`config.mk`:
```
export PLATFORM = sky130hd
export DESIGN_NAME = perceptron_nway
export DESIGN_NICKNAME = d
export VERILOG_FILES = /design/src/rtl/perceptron_nway.sv
export SDC_FILE = /design/constraint.sdc
export NUM_CORES = 1
export LEC_CHECK = 0
export ABC_AREA = 1
export ABC_CLOCK_PERIOD_IN_PS = 13700
export CAP_MARGIN = 20
export CORE_MARGIN = 2
export CORE_UTILIZATION = 35
export CTS_BUF_LIST = sky130_fd_sc_hd__clkbuf_4
export CTS_CLUSTER_SIZE = 16
export DETAILED_ROUTE_END_ITERATION = 8
export PLACE_DENSITY = 0.56
export SETUP_SLACK_MARGIN = 0.15
export SYNTH_ARGS = -nofsm -noshare
export SYNTH_HDL_FRONTEND = slang
export SYNTH_SLANG_ARGS = --single-unit
```
`constraint.sdc`:
```
create_clock -name clk -period 13.7 [get_ports clk]
set_input_delay 2.74 -clock clk [delete_from_list [all_inputs] [get_ports clk]]
set_output_delay 2.74 -clock clk [all_outputs]
set_load 0.01 [all_outputs]
```
`src/rtl/perceptron_nway.sv`:
```
`default_nettype none
// ============================================================================
// Module   : perceptron_nway
// Brief    : N_IN-input signed fixed-point perceptron with a serial MAC, a
//            saturating accumulator and a full training pass over all weights.
//            Optional mistake counter: define PERCEPTRON_NWAY_ERRCNT_EN.
// Revision : 1.0 - initial release
// ============================================================================
module perceptron_nway #(
    parameter int N_IN = 4,
    parameter int W    = 8,
    parameter int FRAC = 3,
    parameter int SW   = $clog2(N_IN + 3)
) (
    input  logic          clk,
    input  logic          reset_l,
    input  logic          go,
    input  logic          update,
    input  logic          correct,
    input  logic [SW-1:0] sel_out,
    input  logic [W-1:0]  in_val,
    output logic          sync,
    output logic          done,
    output logic          classification,
    output logic [W-1:0]  out_val
);

    localparam int c_AW = W + $clog2(N_IN + 1);
    localparam int c_IW = $clog2(N_IN + 1);
    localparam int c_PW = 2 * W;
    localparam int c_XW = 2 * W + c_AW;

    localparam logic [c_IW-1:0]        c_LAST = c_IW'(N_IN);
    localparam logic [c_IW-1:0]        c_IONE = c_IW'(1);
    localparam logic signed [W-1:0]    c_ONE  = W'(1 << FRAC);
    localparam logic signed [c_XW-1:0] c_SMAX = c_XW'((2 ** (W - 1)) - 1);
    localparam logic signed [c_XW-1:0] c_SMIN = -c_SMAX - c_XW'(1);
    localparam logic [SW-1:0]          c_SEL_LAST_W = SW'(N_IN);
    localparam logic [SW-1:0]          c_SEL_ACC    = SW'(N_IN + 1);
    localparam logic [SW-1:0]          c_SEL_ERR    = SW'(N_IN + 2);

    typedef enum logic [2:0] {
        S_IDLE    = 3'd0,
        S_LOAD_W  = 3'd1,
        S_LOAD_N  = 3'd2,
        S_LOAD_X  = 3'd3,
        S_MAC     = 3'd4,
        S_DECIDE  = 3'd5,
        S_UPD_MUL = 3'd6,
        S_UPD_ADD = 3'd7
    } t_state;

    t_state                   r_state;
    t_state                   w_next;
    logic signed [W-1:0]      r_w [0:N_IN];
    logic signed [W-1:0]      r_x [0:N_IN];
    logic signed [W-1:0]      r_n;
    logic signed [W-1:0]      r_p;
    logic signed [c_AW-1:0]   r_acc;
    logic [c_IW-1:0]          r_idx;
    logic                     r_upd;
    logic                     r_cor;
    logic                     r_class;

    logic                     w_class;
    logic                     w_to_upd;
    logic signed [W-1:0]      w_xsel;
    logic signed [c_PW-1:0]   w_mprod;
    logic signed [c_PW-1:0]   w_uprod;
    logic signed [c_XW-1:0]   w_ushift;
    logic signed [W-1:0]      w_mterm;
    logic signed [W-1:0]      w_uterm;
    logic signed [W-1:0]      w_wsum;
    logic [W-1:0]             w_acc_rb;
    logic [W-1:0]             w_err_rb;

    function automatic logic signed [W-1:0] f_sat(input logic signed [c_XW-1:0] v);
        if (v > c_SMAX)
            return c_SMAX[W-1:0];
        else if (v < c_SMIN)
            return c_SMIN[W-1:0];
        else
            return v[W-1:0];
    endfunction

    // Index 0 stands for the implicit bias input x0 = 1.0
    assign w_xsel   = (r_idx == '0) ? c_ONE : r_x[r_idx];
    assign w_mprod  = c_PW'(r_w[r_idx]) * c_PW'(w_xsel);
    assign w_uprod  = c_PW'(r_n) * c_PW'(w_xsel);
    assign w_mterm  = f_sat(c_XW'(w_mprod >>> FRAC));
    assign w_ushift = c_XW'(w_uprod >>> FRAC);
    assign w_uterm  = f_sat(r_cor ? w_ushift : -w_ushift);
    assign w_wsum   = f_sat(c_XW'(r_w[r_idx]) + c_XW'(r_p));
    assign w_class  = !r_acc[c_AW-1] && (r_acc != '0);
    assign w_acc_rb = f_sat(c_XW'(r_acc));

    // In DECIDE the fresh result is shown so it is valid together with done
    assign classification = (r_state == S_DECIDE) ? w_class : r_class;

    always_ff @(posedge clk or negedge reset_l) begin
        if (!reset_l)
            r_state <= S_IDLE;
        else
            r_state <= w_next;
    end

    always_comb begin
        w_next   = r_state;
        sync     = 1'b0;
        done     = 1'b0;
        w_to_upd = 1'b0;
        case (r_state)
            S_IDLE: begin
                if (go)
                    w_next = S_LOAD_W;
            end
            S_LOAD_W: begin
                sync = go;
                if (go && (r_idx == c_LAST))
                    w_next = S_LOAD_N;
            end
            S_LOAD_N: begin
                sync = go;
                if (go)
                    w_next = S_LOAD_X;
            end
            S_LOAD_X: begin
                sync = go;
                if (go && (r_idx == c_LAST))
                    w_next = S_MAC;
            end
            S_MAC: begin
                if (r_idx == c_LAST)
                    w_next = S_DECIDE;
            end
            S_DECIDE: begin
                w_to_upd = r_upd && (w_class != r_cor);
                if (w_to_upd) begin
                    w_next = S_UPD_MUL;
                end else begin
                    done   = 1'b1;
                    w_next = S_LOAD_X;
                end
            end
            S_UPD_MUL: begin
                w_next = S_UPD_ADD;
            end
            S_UPD_ADD: begin
                if (r_idx == c_LAST) begin
                    done   = 1'b1;
                    w_next = S_LOAD_X;
                end else begin
                    w_next = S_UPD_MUL;
                end
            end
            default: w_next = S_IDLE;
        endcase
    end

    always_ff @(posedge clk or negedge reset_l) begin
        if (!reset_l) begin
            for (int i = 0; i <= N_IN; i++) begin
                r_w[i] <= '0;
                r_x[i] <= '0;
            end
            r_n     <= '0;
            r_p     <= '0;
            r_acc   <= '0;
            r_idx   <= '0;
            r_upd   <= 1'b0;
            r_cor   <= 1'b0;
            r_class <= 1'b0;
        end else begin
            case (r_state)
                S_IDLE: begin
                    if (go)
                        r_idx <= '0;
                end
                S_LOAD_W: begin
                    if (go) begin
                        r_w[r_idx] <= in_val;
                        r_idx      <= (r_idx == c_LAST) ? '0 : r_idx + c_IONE;
                    end
                end
                S_LOAD_N: begin
                    if (go) begin
                        r_n   <= in_val;
                        r_idx <= c_IONE;
                    end
                end
                S_LOAD_X: begin
                    if (go) begin
                        r_x[r_idx] <= in_val;
                        if (r_idx == c_LAST) begin
                            r_upd <= update;
                            r_cor <= correct;
                            r_idx <= '0;
                        end else begin
                            r_idx <= r_idx + c_IONE;
                        end
                    end
                end
                S_MAC: begin
                    if (r_idx == '0)
                        r_acc <= c_AW'(r_w[0]);
                    else
                        r_acc <= r_acc + c_AW'(w_mterm);
                    if (r_idx != c_LAST)
                        r_idx <= r_idx + c_IONE;
                end
                S_DECIDE: begin
                    r_class <= w_class;
                    r_idx   <= w_to_upd ? '0 : c_IONE;
                end
                S_UPD_MUL: begin
                    r_p <= w_uterm;
                end
                S_UPD_ADD: begin
                    r_w[r_idx] <= w_wsum;
                    r_idx      <= (r_idx == c_LAST) ? c_IONE : r_idx + c_IONE;
                end
                default: ;
            endcase
        end
    end

`ifdef PERCEPTRON_NWAY_ERRCNT_EN
    logic [7:0] r_errcnt;

    always_ff @(posedge clk or negedge reset_l) begin
        if (!reset_l)
            r_errcnt <= '0;
        else if ((r_state == S_DECIDE) && w_to_upd && (r_errcnt != 8'hFF))
            r_errcnt <= r_errcnt + 8'd1;
    end

    generate
        if (W >= 8) begin : g_err_zext
            assign w_err_rb = W'(r_errcnt);
        end else begin : g_err_sat
            assign w_err_rb = (r_errcnt > 8'((1 << W) - 1)) ? '1 : r_errcnt[W-1:0];
        end
    endgenerate
`else
    assign w_err_rb = '0;
`endif

    always_comb begin
        out_val = '0;
        if (sel_out <= c_SEL_LAST_W)
            out_val = r_w[sel_out[c_IW-1:0]];
        else if (sel_out == c_SEL_ACC)
            out_val = w_acc_rb;
        else if (sel_out == c_SEL_ERR)
            out_val = w_err_rb;
    end

endmodule
`default_nettype wire

```
==> out/qor.csv <==
stage,metric,value,unit
run_status,status,completed,
worst_setup_path,path_buf_inv,4,
place,gp_congestion,0.912,
synthesis,yosysWarnings,0,
sta,fin_crit,8.74,ns
floorplanning,top_level_ports,27,
worst_setup_path,path_class,primary input to output pin,
synthesis,yosys_register_bits,116,
cts,post-cts-setup-buffer-count,0,
worst_setup_path,path_common_cell,clkdlybuf4s50_1,
route,ant_nets,0,
sta,max_freq,0.114,GHz
worst_setup_path,crit_arrival,6.00,ns
cts,cts_resized,0,
floorplanning,die_w,191,um
worst_setup_path,rr_worst_depth,35,
layout,nNetsFinal,1854,
global_routing,grt_pass1_vias,10600,
worst_setup_path,r2r_end,r_acc[8],
global_routing,grt_pass1_wl,55800,um
place,dpl.cell_count,2085,
layout,layout_commonest_cell,nand2_1,
cts,cts.sinks,116,
synthesis,syn_area,12200,um^2
worst_setup_path,worstPathCellList,"clkdlybuf4s50_1, inv_1, nor2_1, clkinv_1, a211oi_1, o21ai_0, o311ai_0, clkdlybuf4s50_1",
sta,rsz0062_at_grt,no,
place,io_buffers,26,
global_routing,grt.total_usage,19.4,%
synthesis,yosysSeqAreaShare,23.8,%
worst_setup_path,worstPathRequired,10.96,ns
sta,skew,0.0150,ns
route,vias,10600,
route,drc,0,
layout,instances_no_fill,2119,
floorplanning,dieArea,36400,um^2
sta,hold_violations,0,
route,drt_iter0_markers,767,
hold_path,hp-class,flip-flop to flip-flop,
hold_path,holdCritStartpoint,r_x[36],
worst_setup_path,cp_slowest_cell,clkdlybuf4s50_1,
worst_setup_path,timing.rr.start,r_idx[0],
sta,fin_setup_tns,0,ns
worst_setup_path,crit_family,buffers and inverters,
global_routing,grt_antenna_before_repair,1,
cts,holdBufCountCts,0,
floorplanning,start_util,35.4,%
route,viasPerCell,4.99,
synthesis,postSynthCellCount,1633,
global_routing,grt_max_degree,62,
layout,layout-drive-gt1-share,6.13,%
cts,cts_buffer_depth,2,
worst_setup_path,critPathMaxStageDelay,0.82,ns
cts,clkLatencyLatePin,0.55,ns
floorplanning,core,34500,um^2
job,cap_violations,0,
floorplanning,fp-row-count,68,
sta,slew_viol_final,0,
sta,finalCritPeriodShare,63.8,%
cts,cts_tree,yes,
layout,syn2layout_area_growth,8.64,%
cts,cts_buffers,17,
global_routing,grt-ovfl-total,0,
worst_setup_path,reg2reg_setup_slack,5.08,ns
place,hpwl,26500,um
synthesis,synth_nets,1837,
sta,hold_ws,0.500,ns
synthesis,synth.distinct_cells,50,
cts,clockRootBuffer,clkbuf_4,
layout,mostFrequentLayoutCells,"nand2_1 (361), inv_1 (303), nor2_1 (167)",
cts,htreeDepth,4,
layout,fin_util,38.5,%
cts,clk_pin_slew,0.11,ns
route,drt_first_pass_iters,6,
worst_setup_path,path_max_fanout,17,
route,wl,33600,um
worst_setup_path,worstSetupStartpointType,primary input,
sta,worst_slew_pin_slew,1.09,ns
floorplanning,dieHeight,191,um
route,wl_per_cell,15.8,um
synthesis,avgSynthCellArea,7.47,um^2
sta,relSlewSlack,27.4,%
sta,setup_viol,0,
hold_path,worstHoldPathCells,2,
worst_setup_path,cp-end-kind,output pin,
hold_path,min_to,r_x[36],
==> layer usage <==
metal,wire length (um),part of all wire (%),vias up,GRT usage (%)
li1,-,-,5203,-
met1,16100,48,5106,27.2
met2,15700,47,232,32.3
met3,1220,3.6,29,1.88
met4,535,1.6,0,4.53
met5,0,0,-,0
==> logic make-up (layout without fill, tap and decap cells) <==
group                    Yosys count  count (layout)  synth area share [%]
AND/OR/NAND/NOR                  695             695                  24.4
buffers and inverters            352             382                  10.9
AO/OA/AOI/OAI                    243             243                  11.8
adder cells (fa/ha/maj)          188             188                  26.2
flip-flops                       116             116                  23.8
XOR/XNOR                          35              35                  2.51
multiplexers                       4               4                 0.369
other                              0               1                     0
==> state kept, by name, summed over array words and instances, names as in the netlist, 3 cells and up <==
signal,cells
r_n,8
r_idx,3
r_x,40
r_p,8
r_state,3
r_w,40
r_acc,11
==> synth_stat cells (all sizes together) <==
library cell / number / share of area [%]
a2111oi: 1 / 0.072
a211oi: 1 / 0.062
a21o: 1 / 0.062
a21oi: 49 / 2.1
a221oi: 4 / 0.44
a22oi: 10 / 0.66
a31oi: 4 / 0.21
a41oi: 1 / 0.072
and2: 1 / 0.051
buf: 7 / 0.33
clkbuf: 30 / 0.92
clkinv: 4 / 0.12
dfrtp: 116 / 24
fa: 112 / 18
ha: 76 / 7.8
inv: 311 / 9.6
mux2: 4 / 0.37
nand2: 380 / 12
nand3: 92 / 4.1
nand3b: 6 / 0.37
nand4: 18 / 0.92
nor2: 174 / 5.5
nor3: 12 / 0.57
nor4: 8 / 0.56
o2111ai: 3 / 0.22
o211ai: 9 / 0.55
o21ai: 130 / 5.4
o21bai: 6 / 0.37
o221ai: 10 / 0.72
o22a: 1 / 0.072
o22ai: 4 / 0.21
o311ai: 8 / 0.57
o31ai: 1 / 0.062
or2: 4 / 0.21
xnor2: 18 / 1.3
xor2: 17 / 1.2
==> cell type report <==
type / count / area [um^2]
Multi-Input combinational cell: 1165 / 7970
Sequential cell: 116 / 2900
Tap cell: 455 / 569
Timing Repair Buffer: 35 / 325
Clock buffer: 23 / 173
Antenna cell: 1 / 2.50
Fill cell: 3667 / 21200
Inverter: 315 / 1180
Clock inverter: 9 / 130
==> worst min-delay path, cell delays in order (launching register included) <==
cell and delay (ns):
dfrtp_1 0.36, nand2_1 0.05, o21ai_0 0.06
==> how the worst max path moves through the flow <==
stage	start	depth (start not counted)	slack, ns	to
floorplan	r_idx[0]	35	6.45	r_acc[8]
global placement	sel_out[0]	8	5.03	out_val[4]
detailed placement	sel_out[0]	8	4.98	out_val[4]
CTS	sel_out[0]	8	4.97	out_val[4]
global route	r_idx[0]	38	4.30	r_acc[8]
finish	sel_out[0]	8	4.96	out_val[4]
==> through the flow <==
step	setup WS, ns	area (um^2)
after floorplan	6.45	12200
after global placement	5.03	12900
after detailed placement	4.98	12900
after CTS	4.97	13200
after global routing	4.30	13300
final	4.96	13300
Power is left out: the tool's default activity adds up to more than one toggle a clock period on the data nets, which glitch-free logic cannot reach.
